## config.mk

```make
export PLATFORM = sky130hd
export DESIGN_NAME = draw_char_overlay
export DESIGN_NICKNAME = d
export VERILOG_FILES = /design/src/rtl/vga_pkg.sv /design/src/rtl/delay.sv /design/src/rtl/draw_char_overlay.sv
export SDC_FILE = /design/constraint.sdc
export NUM_CORES = 1
export LEC_CHECK = 0
export CAP_MARGIN = 20
export CORE_ASPECT_RATIO = 0.8
export CORE_MARGIN = 3
export CORE_UTILIZATION = 54
export CTS_CLUSTER_DIAMETER = 80
export CTS_CLUSTER_SIZE = 14
export DETAILED_ROUTE_END_ITERATION = 8
export GPL_TIMING_DRIVEN = 0
export PLACE_DENSITY = 0.83
export SETUP_SLACK_MARGIN = 0.2
export SLEW_MARGIN = 10
export SYNTH_ARGS = -nofsm -noshare
export SYNTH_HDL_FRONTEND = slang
export SYNTH_SLANG_ARGS = --single-unit
```

## constraint.sdc

```tcl
create_clock -name clk -period 2.07 [get_ports clk]
set_input_delay 0.207 -clock clk [delete_from_list [all_inputs] [get_ports clk]]
set_output_delay 0.207 -clock clk [all_outputs]
set_load 0.01 [all_outputs]
```

## src/rtl/vga_pkg.sv

```systemverilog
`default_nettype none
// ============================================================================
//  Module   : vga_pkg
//  Purpose  : Shared VGA pipeline constants, blink state encoding and a
//             rectangle-membership helper.
//  Contents : RGB_W, CNT_W, CHAR_W, CHAR_H, TEXT_COLS, TEXT_ROWS,
//             blink_state_t, in_rect().
//  Revision : 1.0 - initial release
// ============================================================================
package vga_pkg;

    localparam int RGB_W     = 12;
    localparam int CNT_W     = 11;
    localparam int CHAR_W    = 8;
    localparam int CHAR_H    = 16;
    localparam int TEXT_COLS = 16;
    localparam int TEXT_ROWS = 16;

    typedef enum logic [0:0] {
        VIS = 1'b0,
        HID = 1'b1
    } blink_state_t;

    // Full-width comparison on CNT_W+1 bits, so a position left of or above
    // the rectangle can never wrap around into it.
    function automatic logic in_rect(
        input logic [CNT_W-1:0] x,
        input logic [CNT_W-1:0] y,
        input logic [CNT_W-1:0] x0,
        input logic [CNT_W-1:0] y0,
        input logic [CNT_W:0]   w,
        input logic [CNT_W:0]   h
    );
        logic [CNT_W:0] x_end;
        logic [CNT_W:0] y_end;
        x_end = {1'b0, x0} + w;
        y_end = {1'b0, y0} + h;
        return ({1'b0, x} >= {1'b0, x0}) && ({1'b0, x} < x_end) &&
               ({1'b0, y} >= {1'b0, y0}) && ({1'b0, y} < y_end);
    endfunction

endpackage
`default_nettype wire

```

## src/rtl/delay.sv

```systemverilog
`default_nettype none
// ============================================================================
//  Module   : delay
//  Purpose  : Fixed-depth register chain; reset clears every stage.
//  Ports    : clk, rst (sync, active-high), din[WIDTH], dout[WIDTH]
//  Revision : 1.0 - initial release
// ============================================================================
module delay #(
    parameter int WIDTH = 8,
    parameter int DEPTH = 1
) (
    input  logic             clk,
    input  logic             rst,
    input  logic [WIDTH-1:0] din,
    output logic [WIDTH-1:0] dout
);

    logic [WIDTH-1:0] r_pipe [DEPTH];

    always_ff @(posedge clk) begin
        r_pipe[0] <= rst ? '0 : din;
    end

    generate
        for (genvar g = 1; g < DEPTH; g++) begin : g_stage
            always_ff @(posedge clk) begin
                r_pipe[g] <= rst ? '0 : r_pipe[g-1];
            end
        end
    endgenerate

    assign dout = r_pipe[DEPTH-1];

endmodule
`default_nettype wire

```

## src/rtl/draw_char_overlay.sv

```systemverilog
`default_nettype none
// ============================================================================
//  Module   : draw_char_overlay
//  Purpose  : Paints a 16x16 character text box (8x16 px glyphs) over the RGB
//             stream, with optional whole-box blinking. Latency 4 clocks.
//  Ports    : clk, rst, en, blink, {h,v}count_in, {h,v}sync_in,
//             {h,v}blnk_in, rgb_in -> char_yx, char_line (to char/font ROMs)
//             char_pixels (from font ROM, 2 clocks after the address)
//             {h,v}count_out, {h,v}sync_out, {h,v}blnk_out, rgb_out
//  Revision : 1.0 - initial release
// ============================================================================
module draw_char_overlay
    import vga_pkg::*;
#(
    parameter int               XPOS         = 256,
    parameter int               YPOS         = 200,
    parameter logic [RGB_W-1:0] TEXT_RGB     = 12'hFF0,
    parameter int               BLINK_FRAMES = 30
) (
    input  logic              clk,
    input  logic              rst,
    input  logic              en,
    input  logic              blink,
    input  logic [CNT_W-1:0]  hcount_in,
    input  logic [CNT_W-1:0]  vcount_in,
    input  logic              hsync_in,
    input  logic              vsync_in,
    input  logic              hblnk_in,
    input  logic              vblnk_in,
    input  logic [RGB_W-1:0]  rgb_in,
    output logic [7:0]        char_yx,
    output logic [3:0]        char_line,
    input  logic [7:0]        char_pixels,
    output logic [CNT_W-1:0]  hcount_out,
    output logic [CNT_W-1:0]  vcount_out,
    output logic              hsync_out,
    output logic              vsync_out,
    output logic              hblnk_out,
    output logic              vblnk_out,
    output logic [RGB_W-1:0]  rgb_out
);

    localparam logic [CNT_W-1:0] C_XPOS  = CNT_W'(XPOS);
    localparam logic [CNT_W-1:0] C_YPOS  = CNT_W'(YPOS);
    localparam logic [CNT_W:0]   C_BOX_W = (CNT_W+1)'(TEXT_COLS * CHAR_W);
    localparam logic [CNT_W:0]   C_BOX_H = (CNT_W+1)'(TEXT_ROWS * CHAR_H);
    localparam logic [5:0]       C_LAST  = 6'(BLINK_FRAMES - 1);
    localparam int               C_SB_W  = 2*CNT_W + 4 + RGB_W + 1 + 3;

    // ---------------- position decode ----------------
    // Only the low bits of the relative coordinates are needed; the low bits
    // of a difference depend only on the low bits of its operands.
    logic       w_in_box;
    logic [6:0] w_rx;
    logic [7:0] w_ry;

    assign w_in_box = in_rect(hcount_in, vcount_in, C_XPOS, C_YPOS, C_BOX_W, C_BOX_H);
    assign w_rx     = hcount_in[6:0] - C_XPOS[6:0];
    assign w_ry     = vcount_in[7:0] - C_YPOS[7:0];

    always_ff @(posedge clk) begin
        if (rst) begin
            char_yx   <= '0;
            char_line <= '0;
        end else if (w_in_box) begin
            char_yx   <= {w_ry[7:4], w_rx[6:3]};
            char_line <= w_ry[3:0];
        end else begin
            char_yx   <= '0;
            char_line <= '0;
        end
    end

    // ---------------- sideband delay (matches address + 2 ROM stages) ----------------
    logic [C_SB_W-1:0] w_sb_in;
    logic [C_SB_W-1:0] w_sb_out;
    logic [CNT_W-1:0]  w_d_hcount;
    logic [CNT_W-1:0]  w_d_vcount;
    logic              w_d_hsync;
    logic              w_d_vsync;
    logic              w_d_hblnk;
    logic              w_d_vblnk;
    logic [RGB_W-1:0]  w_d_rgb;
    logic              w_d_in_box;
    logic [2:0]        w_d_rx;

    assign w_sb_in = {hcount_in, vcount_in, hsync_in, vsync_in, hblnk_in, vblnk_in,
                      rgb_in, w_in_box, w_rx[2:0]};

    delay #(
        .WIDTH (C_SB_W),
        .DEPTH (3)
    ) u_sideband (
        .clk  (clk),
        .rst  (rst),
        .din  (w_sb_in),
        .dout (w_sb_out)
    );

    assign {w_d_hcount, w_d_vcount, w_d_hsync, w_d_vsync, w_d_hblnk, w_d_vblnk,
            w_d_rgb, w_d_in_box, w_d_rx} = w_sb_out;

    // ---------------- blink FSM ----------------
    blink_state_t r_state;
    blink_state_t w_state_next;
    logic [5:0]   r_frame_cnt;
    logic [5:0]   w_frame_cnt_next;
    logic         r_vblnk_prev;
    logic         w_tick;
    logic         w_visible;

    assign w_tick    = vblnk_in & ~r_vblnk_prev;
    assign w_visible = (r_state == VIS);

    always_ff @(posedge clk) begin
        if (rst) begin
            r_state      <= VIS;
            r_frame_cnt  <= '0;
            r_vblnk_prev <= 1'b0;
        end else begin
            r_state      <= w_state_next;
            r_frame_cnt  <= w_frame_cnt_next;
            r_vblnk_prev <= vblnk_in;
        end
    end

    always_comb begin
        w_state_next     = r_state;
        w_frame_cnt_next = r_frame_cnt;
        if (!en || !blink) begin
            w_state_next     = VIS;
            w_frame_cnt_next = '0;
        end else if (w_tick) begin
            if (r_frame_cnt == C_LAST) begin
                w_frame_cnt_next = '0;
                w_state_next     = (r_state == VIS) ? HID : VIS;
            end else begin
                w_frame_cnt_next = r_frame_cnt + 6'd1;
            end
        end
    end

    // ---------------- output register ----------------
    logic w_glyph;
    assign w_glyph = char_pixels[3'd7 - w_d_rx];

    always_ff @(posedge clk) begin
        if (rst) begin
            hcount_out <= '0;
            vcount_out <= '0;
            hsync_out  <= 1'b0;
            vsync_out  <= 1'b0;
            hblnk_out  <= 1'b0;
            vblnk_out  <= 1'b0;
            rgb_out    <= '0;
        end else begin
            hcount_out <= w_d_hcount;
            vcount_out <= w_d_vcount;
            hsync_out  <= w_d_hsync;
            vsync_out  <= w_d_vsync;
            hblnk_out  <= w_d_hblnk;
            vblnk_out  <= w_d_vblnk;
            if (w_d_hblnk || w_d_vblnk)
                rgb_out <= '0;
            else if (en && w_visible && w_d_in_box && w_glyph)
                rgb_out <= TEXT_RGB;
            else
                rgb_out <= w_d_rgb;
        end
    end

endmodule
`default_nettype wire
```

# ---- After elaboration in Yosys (flattened, before gate mapping)
# Memories as Yosys holds them, arrays and structs flattened.
# Index checks and enable logic that the tools add are counted.
dict set report word_totals {
  ff_bits 58
  ramBits 126
  input_bits 50
  out_inout_bits 50
  wordCells 50
  mem_count 1
}
dict set report classes {
  n_addsub 3
  magnitude_cmp 5
  n_eq_ne 1
  muxes 8
  n_bitwise 4
  n_reduce_logical 15
}
# memory depth width rd rd_clocked_by_memory_dff write_ports line
set memory_table {}
lappend memory_table {u_sideband.r_pipe 3 42 3 0 3 delay.sv:18} ;# logic [WIDTH-1:0] r_pipe [DEPTH];
# cell n
set op_table {}
lappend op_table {{$mux W42} 3}
lappend op_table {{$lt A11 B9 Y1 const B} 2}
lappend op_table {{$mux W12} 1}
lappend op_table {{$ge A11 B8 Y1 const B} 1}
lappend op_table {{$ge A11 B9 Y1 const B} 1}
lappend op_table {{$sub A8 B8 Y8 const B} 1}
lappend op_table {{$add A6 B1 Y6 const B} 1}
lappend op_table {{$eq A6 B5 Y1 const B} 1}
lappend op_table {{$logic_and A1 B1 Y1} 6}
lappend op_table {{$mux W6} 1}
lappend op_table {{$reduce_or A2 Y1} 3}
lappend op_table {{$lt A3 B4 Y1 const B} 1}
lappend op_table {{$bmux W1 S3} 1}
lappend op_table {{$not A1 Y1} 3}
lappend op_table {{$reduce_or A3 Y1} 1}
lappend op_table {{$sub A3 B3 Y3 const A} 1}
lappend op_table {{$logic_not A1 Y1} 2}
lappend op_table {{$logic_or A1 B1 Y1} 2}
lappend op_table {{$mux W1} 2}
lappend op_table {{$reduce_and A2 Y1} 1}
lappend op_table {{$and A1 B1 Y1} 1}

# ---- Logic depth before layout (Yosys ltp)
# Gate-level depths: netlist (run 1).
dict set report depth {
  word_depth 6
  ltp_mapped 7
  depth_no_buf 6
}

# ---- Cells and area by module
# From an unflattened synthesis (run 1), not the netlist that was laid out.
dict set report unflattened {
  cells_unflattened 490
  area_unflattened_um2 5823.1
}
# mod n_inst cells_each area_per_inst_um2 seq_area_each_um2
set by_module_without_submodules {}
lappend by_module_without_submodules {delay 1 308 3811.2 2522.4}
lappend by_module_without_submodules {draw_char_overlay 1 182 2011.9 1161.1}

# ---- Worst setup path after synthesis (run 1)
# No wires, ideal clock.
dict set report synth_timing {
  path_kind {flip-flop to flip-flop}
  from {memory u_sideband.r_pipe[0][116] in the netlist's numbering}
  to {register rgb_out[10]}
  setup_ps 114
  t_arrival_ps 1257
  slack_ps 699
  path_stages_with_launch 7
  path_buffers 2
  cell_sequence {dfxtp_1 -> buf_6 -> mux2_4 -> a2bb2oi_1 -> and3_1 -> buf_6 -> a21o_1}
}
# element line
set synth_rtl {}
lappend synth_rtl {{start: declaration} delay.sv:18}
lappend synth_rtl {{end signal: assignment} draw_char_overlay.sv:168} ;# rgb_out <= w_d_rgb;
lappend synth_rtl {{end: declaration} draw_char_overlay.sv:40} ;# output logic [RGB_W-1:0] rgb_out

==> reports/metrics.yaml, run 1 <==
timing.critical_path.required_ns: 2.35
power_per_cell_area_mw_per_mm2: 1000
seqPwrFrac_pct: 51.2
hold_slack_ns: 0.345
cp_max_fo: 10
critPathKind: "in2reg"
synthDominantAreaCellType: "dfxtp_1"
insertion_delay_ns: 0.41
cts.root.buffer_cell: "clkbuf_16"
grt_pass1_vias: 3208
clock_sinks: 174
final_hold_viol_count: 0
cellLeakagePower_uw: 0.00271
rsz0062_at_grt: "false"
clock_skew_ns: 0.00645
final_antenna_net_count: 0
die_x_microns: 114
worst_setup_path_start_kind: "input pin"
post-dp-hpwl_microns: 6550
ir_worst_vdd_mv: 0.637
cts_tree: "built"
worstHoldPathType: "in2reg"
grt-ovfl-total: 0
dieArea_sq_mm: 0.0106
h_tree_levels: 4
synth_seq_cells: 174
ys_seq_area_share_pct: 69.0
gr-usage-all-layers_pct: 18.5
global_route_wire_length_before_repair_microns: 15100
net-switching-power_uw: 1550
mappedNetlistArea_sq_mm: 0.00505
fmaxAchievable_ghz: 0.588
ctsResizeCount: 0
detail_route.iter0.violations: 105
placed_cells_incl_taps: 635
routed_wire_length_per_instance_microns: 14.1
cts_hold_buffers: 0
areaGrowthSynthToFinish_pct: 33.7
floorplan.core_area_sq_mm: 0.00878
drt_drc_violations_left: 0
status: "finished, final reports clean"
setup_slack_ns: 0.368
synth_fp_nets: 477
final_instance_count_excl_fillers: 667
combinationalPowerShare_pct: 4.6
diodes: 0
synth_cells: 424
floorplan.initialDensity_pct: 57.5
critical_path_capture_point_type: "flip-flop"
setup_total_negative_slack_ns: 0
proportion_of_synthesized_flip_flops_having_asynchronous_set_or_reset_pct: 0
layout.cells.most_common_list: "dfxtp_1 (174), nor2b_1 (143), clkdlybuf4s50_1 (99)"
i_o_buffers: 99
synth_area_leaders: "dfxtp_1 (69%), nor2b_1 (18%), and2_1 (1.4%)"
layout_commonest_cell: "dfxtp_1"
worst_slew_pin_slew_ns: 0.584
dr.pass1.iters: 5
antenna_found_initial: 0
crit_slowest_cell: "buf_1"
ys_types: 33
finish.net_count: 595
synth_enable_flop_cells: 0
critical-path-max-stage-delay_ns: 0.51
maxCapViolations: 0
timing.critical_path.cells: "clkdlybuf4s50_1, buf_2, clkbuf_1, buf_1, nor2b_1"
dp_worst_setup_slack_ns: -0.0261
vias_per_cell: 4.67
numCtsBuffers: 17
fin_crit_ns: 1.70
grt_max_degree: 19
setup_viol: 0
critical_path_buf_inv_count: 4
max_slew_margin_pct: 61.1
finalMaxSlewViolations: 0
clk_path_buf_depth: 2
yosys_warnings: 0
gp_congestion: 0.750
total_number_of_vias: 3114
num_rows: 30
cts.repair_timing.setup_buffer_count: 0
avg_synthesized_cell_area_sq_um: 11.9
cellInternalPower_uw: 5230
finish.utilization_pct: 76.9
share_of_final_layout_standard_cells_stronger_than_drive_strength_1_pct: 7.21
cts.clk_slew.worst_paths_ns: 0.07
power.share.clock_pct: 44.2
netlist.area_leader.share_pct: 69.0
synthFlopType: "dfxtp_1"
switching_share_pct: 22.9
finalCritPeriodShare_pct: 82.2
cp_top_family: "buffers and inverters"
wl_microns: 9380
height_of_the_die_microns: 92.5
timing.critical_path.arrival_ns: 1.98
floorplan.io_pins: 100
[cell families after synthesis]
group | share of synthesized area, %
simple gates | 23.3
flops | 69.0
buf+inv | 2.21
compound gates | 2.43
xor+xnor | 1.39
mux | 0.892
fa+ha+maj | 0.744
[worst reg2reg max path, stage by stage, from the launching register on]
cell and delay (ns):
dfxtp_1 0.33, buf_6 0.13, mux2_4 0.30, a2bb2oi_1 0.14
and3_1 0.18, buf_6 0.13, a21o_1 0.16
[metrics by stage]
step / area (sq um) / total power, uW
floorplan: 5050 / 3690
global placement: 6180 / 3850
detailed placement: 6180 / 3860
CTS: 6750 / 6820
global route: 6750 / 7000
finish: 6750 / 6780
[layer usage]
layer | up-vias | GRT usage (%) | share of wire [%] | wire length [microns]
met2 | 90 | 31.3 | 49 | 4570
li1 | 1566 | - | - | -
met4 | 0 | 7.02 | 0.81 | 76
met5 | - | 0 | 0 | 0
met3 | 6 | 5.75 | 5.3 | 493
met1 | 1452 | 21.9 | 45 | 4250
[synthesized netlist by cell type, types with 3 or more instances]
master and count:
a211oi_1 3, ha_1 3, xor2_1 6, dfxtp_1 174, buf_1 11, inv_1 3
nor3_1 4, mux2i_1 3, clkbuf_1 5, nand3_1 3, nand2_1 5, nor2b_1 143
and2_1 11, nor2_1 12, and3_1 5, nand4_1 4, a21o_1 8
[final cells by class]
type,count,area [sq um]
Timing Repair Buffer,99,991
Tap cell,112,140
Buffer,21,100
Sequential cell,174,3480
Clock inverter,15,146
Multi-Input combinational cell,226,1450
Inverter,3,11.3
Fill cell,548,2030
Clock buffer,17,425
[power by group through the flow]
stage | Clock (uW) | Sequential [uW] | Combinational (uW)
after CTS | 3030 | 3480 | 316
after global placement | 0 | 3550 | 302
after global routing | 3180 | 3480 | 340
after floorplan | 0 | 3550 | 139
after detailed placement | 0 | 3550 | 311
final | 3000 | 3470 | 313
[sequential cells by signal, indices dropped and copies added, names as in the netlist, 4 cells and up]
| register | cells |
|---|---|
| hcount_out | 11 |
| u_sideband.r_pipe | 117 |
| char_line | 4 |
| vcount_out | 11 |
| rgb_out | 12 |
| char_yx | 8 |
| r_frame_cnt | 6 |
[final timing paths]
path,from,cells past startpoint,endpoint,slack (ns)
worst min register to register,u_sideband.r_pipe[0][45],1,u_sideband.r_pipe[0][87],0.43
worst max-delay path,rst,5,u_sideband.r_pipe[0][21],0.37
worst min-delay path,vsync_in,2,u_sideband.r_pipe[0][18],0.34
worst max register to register,u_sideband.r_pipe[0][116],6,rgb_out[7],0.60
Note: power is estimated with default switching activity, not from simulation.
==> inputs of run 2 (changes only) <==
--- a/config.mk
+++ b/config.mk
@@ -8,12 +8,12 @@
 export CAP_MARGIN = 20
 export CORE_ASPECT_RATIO = 0.8
 export CORE_MARGIN = 3
-export CORE_UTILIZATION = 54
+export CORE_UTILIZATION = 45
 export CTS_CLUSTER_DIAMETER = 80
 export CTS_CLUSTER_SIZE = 14
 export DETAILED_ROUTE_END_ITERATION = 8
 export GPL_TIMING_DRIVEN = 0
-export PLACE_DENSITY = 0.83
+export PLACE_DENSITY = 0.74
 export SETUP_SLACK_MARGIN = 0.2
 export SLEW_MARGIN = 10
 export SYNTH_ARGS = -nofsm -noshare
==> constraint.sdc (replaced) <==
create_clock -name clk -period 1.5 [get_ports clk]
set_input_delay 0.15 -clock clk [delete_from_list [all_inputs] [get_ports clk]]
set_output_delay 0.15 -clock clk [all_outputs]
set_load 0.01 [all_outputs]
==> reports/metrics.yaml, run 2 (same netlist as run 1, synthesis figures left out) <==
total_number_of_vias: 3147  # +1.1%
clock_sinks: 174  # unchanged
finalCritPeriodShare_pct: 95.4
hold_slack_ns: 0.102  # -0.243 ns
r2r_end: "rgb_out[6]"
cp_max_fo: 8  # -2
layout_commonest_cell: "dfxtp_1"
hold_path_startpoint: "vcount_in[5]"
cts_hold_buffers: 0  # unchanged
final_antenna_net_count: 0  # unchanged
final_hold_viol_count: 0  # unchanged
vias_per_cell: 4.45  # -4.7%
grt_util_met3_pct: 6.62  # +0.87 points
gr-usage-met1_pct: 19.1  # -2.9 points
i_o_buffers: 99  # unchanged
r2r-start: "u_sideband.r_pipe[0][116]"
insertion_delay_ns: 0.42  # about the same
timing.reg2reg.setup_slack_ns: 0.07  # -0.53 ns
max_slew_margin_pct: 61.7  # +0.62 points
power_per_cell_area_mw_per_mm2: 1390  # +38%
timing.critical_path.required_ns: 1.82  # -0.53 ns
largest_reg_flops: 117  # unchanged
dpl-instance-area_sq_mm: 0.00622  # +0.69%
setup_viol: 0  # unchanged
cts.root.buffer_cell: "clkbuf_16"
gp_congestion: 0.787  # +4.9%
clk_path_buf_depth: 2  # unchanged
critPathKind: "reg2reg"
top_usage_layer: "met2"
fmaxAchievable_ghz: 0.699
routed_wire_length_per_instance_microns: 14.0  # -0.74%
numCtsBuffers: 17  # unchanged
drt_drc_violations_left: 0  # unchanged
gr-usage-all-layers_pct: 16.5  # -1.9 points
grt_max_degree: 19  # unchanged
setup_slack_ns: 0.0688  # -0.299 ns
worst_setup_path_start_kind: "flip-flop"
biggestRegsByFlops: "u_sideband.r_pipe x117, rgb_out x12"
dr.pass1.iters: 4  # -1
grtUsageMet2_pct: 27.3  # -4.1 points
dp_worst_setup_slack_ns: -0.620  # -0.593 ns
cts_tree: "built"
height_of_the_die_microns: 101  # +8.9%
ir_worst_vdd_mv: 0.900  # +41%
num_rows: 33  # +10%
clock_skew_ns: 0.00510  # -0.00135 ns
cellLeakagePower_uw: 0.00310  # +14%
dieArea_sq_mm: 0.0125  # +19%
timing.critical_path.arrival_ns: 1.75  # -0.23 ns
post-dp-hpwl_microns: 6680  # +1.9%
antenna_found_initial: 0  # unchanged
hold_path_end: "u_sideband.r_pipe[0][25]"
finish.net_count: 607  # +2.0%
h_tree_levels: 4  # unchanged
reg2regPathDepth: 6  # unchanged
worstHoldPathType: "in2reg"
grt-ovfl-total: 0  # unchanged
wl_microns: 9870  # +5.2%
top_register: "u_sideband.r_pipe"
design_area_sq_mm: 0.00697  # +3.2%
diodes: 0  # unchanged
areaGrowthSynthToFinish_pct: 38.0
grt_pass1_vias: 3213  # +0.16%
detail_route.iter0.violations: 115  # +9.5%
floorplan.initialDensity_pct: 47.8  # -9.7 points
fin_crit_ns: 1.43
die_x_microns: 124  # +9.0%
rsz0062_at_grt: "true"
global_route_wire_length_before_repair_microns: 15900  # +5.3%
floorplan.core_area_sq_mm: 0.0106  # +20%
worst_slew_pin_slew_ns: 0.574  # -0.00924 ns
finalMaxSlewViolations: 0  # unchanged
maxCapViolations: 0  # unchanged
cts.clk_slew.worst_paths_ns: 0.07  # about the same
critical_path_capture_point_type: "flip-flop"
layout.cells.most_common_list: "dfxtp_1 (171), nor2b_1 (142), dlygate4sd2_1 (54)"
floorplan.io_pins: 100  # unchanged
share_of_final_layout_standard_cells_stronger_than_drive_strength_1_pct: 13.4  # +6.2 points
depth_of_the_worst_hold_timing_path: 2  # unchanged
status: "finished, final reports clean"
==> run 2: routing by layer <==
layer / routed length [microns] / vias to the layer above / part of all wire (%)
met5: 0 / - / 0
met2: 4720 / 90 / 48
met1: 4340 / 1455 / 44
li1: - / 1588 / -
met3: 636 / 14 / 6.4
met4: 180 / 0 / 1.8
==> run 2: worst max path at each step <==
stage | from | endpoint | slack [ns]
6_report | u_sideband.r_pipe[0][116] | rgb_out[6] | 0.07
5_1_grt | u_sideband.r_pipe[0][116] | rgb_out[6] | 0.01
4_1_cts | u_sideband.r_pipe[0][116] | rgb_out[6] | 0.06
3_5_place_dp | rst | u_sideband.r_pipe[0][22] | -0.62
3_3_place_gp | rst | u_sideband.r_pipe[0][22] | -0.57
2_1_floorplan | u_sideband.r_pipe[0][116] | rgb_out[10] | 0.15
==> run 2: metrics by stage <==
step	total power, uW	cells	TNS, ns	utilization [%]
after CTS	9770	704	0	65.0
after global routing	10000	707	0	65.9
final	9690	707	0	65.9
after floorplan	5090	424	0	-
after global placement	5320	663	-36.68	58.9
after detailed placement	5330	663	-43.46	58.9
==> run 2: area by class of cell <==
cell class,count,area [sq um]
multi-input cells,226,1540
clock inverters,15,190
well taps,140,175
repair buffers,111,1020
clock buffers,17,425
plain buffers,21,118
fillers,836,3600
flip-flops and latches,174,3490
inverters,3,11.3
==> run 2: report_power, final <==
| group | switching (uW) | internal [uW] |
|---|---|---|
| Combinational | 198 | 256 |
| Sequential | 34.7 | 4760 |
| Clock | 1910 | 2540 |
| Total | 2140 | 7560 |
==> run 2: repair_timing <==
item | CTS | global route
buffers inserted | 8 | 3
cloned | 1 | 0
pin swaps | 4 | 7
resized for setup | 67 | 26
setup endpoints to repair | 146 | 72
==> run 2: critical path, cell delays in order (launching register included) <==
cell and delay [ns]:
dfxtp_2 0.33, buf_6 0.12, mux2_4 0.30, a2bb2oi_2 0.13
and3_1 0.16, buf_6 0.13, a21o_1 0.15
==> inputs of run 3 (changes only) <==
--- a/config.mk
+++ b/config.mk
@@ -8,14 +8,15 @@
 export CAP_MARGIN = 20
 export CORE_ASPECT_RATIO = 0.8
 export CORE_MARGIN = 3
-export CORE_UTILIZATION = 45
+export CORE_UTILIZATION = 40
 export CTS_CLUSTER_DIAMETER = 80
 export CTS_CLUSTER_SIZE = 14
 export DETAILED_ROUTE_END_ITERATION = 8
 export GPL_TIMING_DRIVEN = 0
-export PLACE_DENSITY = 0.74
+export MAX_ROUTING_LAYER = met4
+export PLACE_DENSITY = 0.67
 export SETUP_SLACK_MARGIN = 0.2
-export SLEW_MARGIN = 10
+export SLEW_MARGIN = 20
 export SYNTH_ARGS = -nofsm -noshare
 export SYNTH_HDL_FRONTEND = slang
 export SYNTH_SLANG_ARGS = --single-unit
==> reports/metrics.yaml, run 3 (same netlist as run 1, synthesis figures left out) <==
status: "finished, final reports clean"
grt_max_degree: 17  # -2
insertion_delay_ns: 0.41  # about the same
die_x_microns: 132  # +5.8%
timing.reg2reg.setup_slack_ns: 0.09  # +0.02 ns
height_of_the_die_microns: 106  # +5.7%
cts_hold_buffers: 0  # unchanged
fmaxAchievable_ghz: 0.707  # +1.2%
reg2regPathDepth: 6  # unchanged
critical_path_capture_point_type: "flip-flop"
worstHoldPathType: "in2reg"
cts.clk_slew.worst_paths_ns: 0.07  # about the same
cp_max_fo: 8  # unchanged
cts.root.buffer_cell: "clkbuf_16"
wl_microns: 9140  # -7.4%
setup_viol: 0  # unchanged
global_route_wire_length_before_repair_microns: 15100  # -4.7%
gp_congestion: 0.714  # -9.2%
placed_cells_incl_taps: 694  # +4.7%
timing.critical_path.arrival_ns: 1.72  # -0.03 ns
cellLeakagePower_uw: 0.00307  # -0.88%
largest_reg_flops: 117  # unchanged
grt_pass1_vias: 3101  # -3.5%
floorplan.initialDensity_pct: 41.2  # -6.6 points
fin_crit_ns: 1.41  # -0.0163 ns
finish.net_count: 604  # -0.49%
maxCapViolations: 0  # unchanged
drt_drc_violations_left: 0  # unchanged
max_slew_margin_pct: 56.2  # -5.5 points
biggestRegsByFlops: "u_sideband.r_pipe x117, rgb_out x12"
num_rows: 36  # +9.1%
floorplan.core_area_sq_mm: 0.0123  # +16%
worst_slew_pin_slew_ns: 0.657  # +0.0831 ns
numCtsBuffers: 17  # unchanged
h_tree_levels: 4  # unchanged
cts_tree: "built"
top_register: "u_sideband.r_pipe"
dr.pass1.iters: 4  # unchanged
diodes: 0  # unchanged
final_hold_viol_count: 0  # unchanged
worst_setup_path_start_kind: "flip-flop"
share_of_final_layout_standard_cells_stronger_than_drive_strength_1_pct: 12.2  # -1.2 points
routed_wire_length_per_instance_microns: 12.4  # -11%
dp_worst_setup_slack_ns: -0.598  # +0.0212 ns
layout_commonest_cell: "dfxtp_1"
clk_path_buf_depth: 2  # unchanged
detailroute.wirelength.met3_microns: 435  # -32%
dieArea_sq_mm: 0.0140  # +12%
vias_per_cell: 4.15  # -6.7%
finalMaxSlewViolations: 0  # unchanged
layout.cells.most_common_list: "dfxtp_1 (172), nor2b_1 (143), dlygate4sd2_1 (55)"
met2WireLength_microns: 4480  # -5.0%
routedLengthMet1_microns: 4070  # -6.3%
max_layer_used: "met4"
grt-ovfl-total: 0  # unchanged
dpl-instance-area_sq_mm: 0.00626  # +0.62%
ir_worst_vdd_mv: 1.14  # +26%
design_area_sq_mm: 0.00698  # +0.14%
floorplan.io_pins: 100  # unchanged
final_antenna_net_count: 0  # unchanged
rsz0062_at_grt: "true"
i_o_buffers: 99  # unchanged
detail_route.iter0.violations: 106  # -7.8%
clock_sinks: 174  # unchanged
post-dp-hpwl_microns: 6390  # -4.4%
areaGrowthSynthToFinish_pct: 38.2
setup_slack_ns: 0.0851  # +0.0163 ns
total_number_of_vias: 3051  # -3.1%
layout.filler_cells: 1057  # +26%
hold_slack_ns: 0.110  # +0.00768 ns
finalCritPeriodShare_pct: 94.3  # -1.1 points
final_instance_count_excl_fillers: 735  # +4.0%
gr-usage-all-layers_pct: 14.2  # -2.4 points
critPathKind: "reg2reg"
clock_skew_ns: 0.00669  # +0.00159 ns
antenna_found_initial: 0  # unchanged
depth_of_the_worst_hold_timing_path: 3  # +1
timing.critical_path.required_ns: 1.81  # about the same
power_per_cell_area_mw_per_mm2: 1390  # +0.23%
finalPower_uw: 9730  # +0.38%
==> run 3: what timing repair did <==
item | in CTS | in global routing
pin swaps | 4 | 3
buffers inserted | 7 | 1
endpoints found under the setup margin | 146 | 81
resized for setup | 67 | 19
gates cloned | 1 | 0
endpoints found under the hold margin | 0 | 0
==> run 3: final cells by class <==
class                           instances  area, sq um  share of cell area (%)
Multi-Input combinational cell        226         1520                    21.8
Sequential cell                       174         3490                    50.0
Inverter                                3         11.3                   0.161
Clock buffer                           19          443                    6.35
Clock inverter                         13          175                    2.51
Buffer                                 21          116                    1.67
Tap cell                              171          214                    3.07
Timing Repair Buffer                  108         1010                    14.5
==> run 3: where the power goes <==
group | switching [uW] | internal (uW)
Sequential | 29.5 | 4760
Combinational | 190 | 245
Clock | 1800 | 2700
==> run 3: metrics by stage <==
step	setup TNS [ns]	util, %
global route	0	57.0
CTS	0	56.5
finish	0	57.0
detailed placement	-43.51	51.1
floorplan	0	-
global placement	-41.75	51.1
==> run 3: critical path, cell delays in order, from the launching register on <==
cell,delay [ns]
dfxtp_2,0.32
buf_6,0.12
mux2_4,0.30
a2bb2oi_2,0.14
and3_4,0.16
buf_6,0.12
a21o_1,0.15
==> run 3: worst paths after layout <==
path                                                 from     endpoint
worst max-delay path            u_sideband.r_pipe[0][116]  rgb_out[11]
worst min-delay path                         vcount_in[5]   char_yx[5]
worst max register to register  u_sideband.r_pipe[0][116]  rgb_out[11]
worst min register to register   u_sideband.r_pipe[0][93]   rgb_out[5]
==> run 3: routing by layer <==
metal / vias up / track usage, %
met1: 1380 / 16.5
met2: 72 / 23.4
met4: 0 / 5.40
met5: - / -
li1: 1583 / -
met3: 16 / 4.21
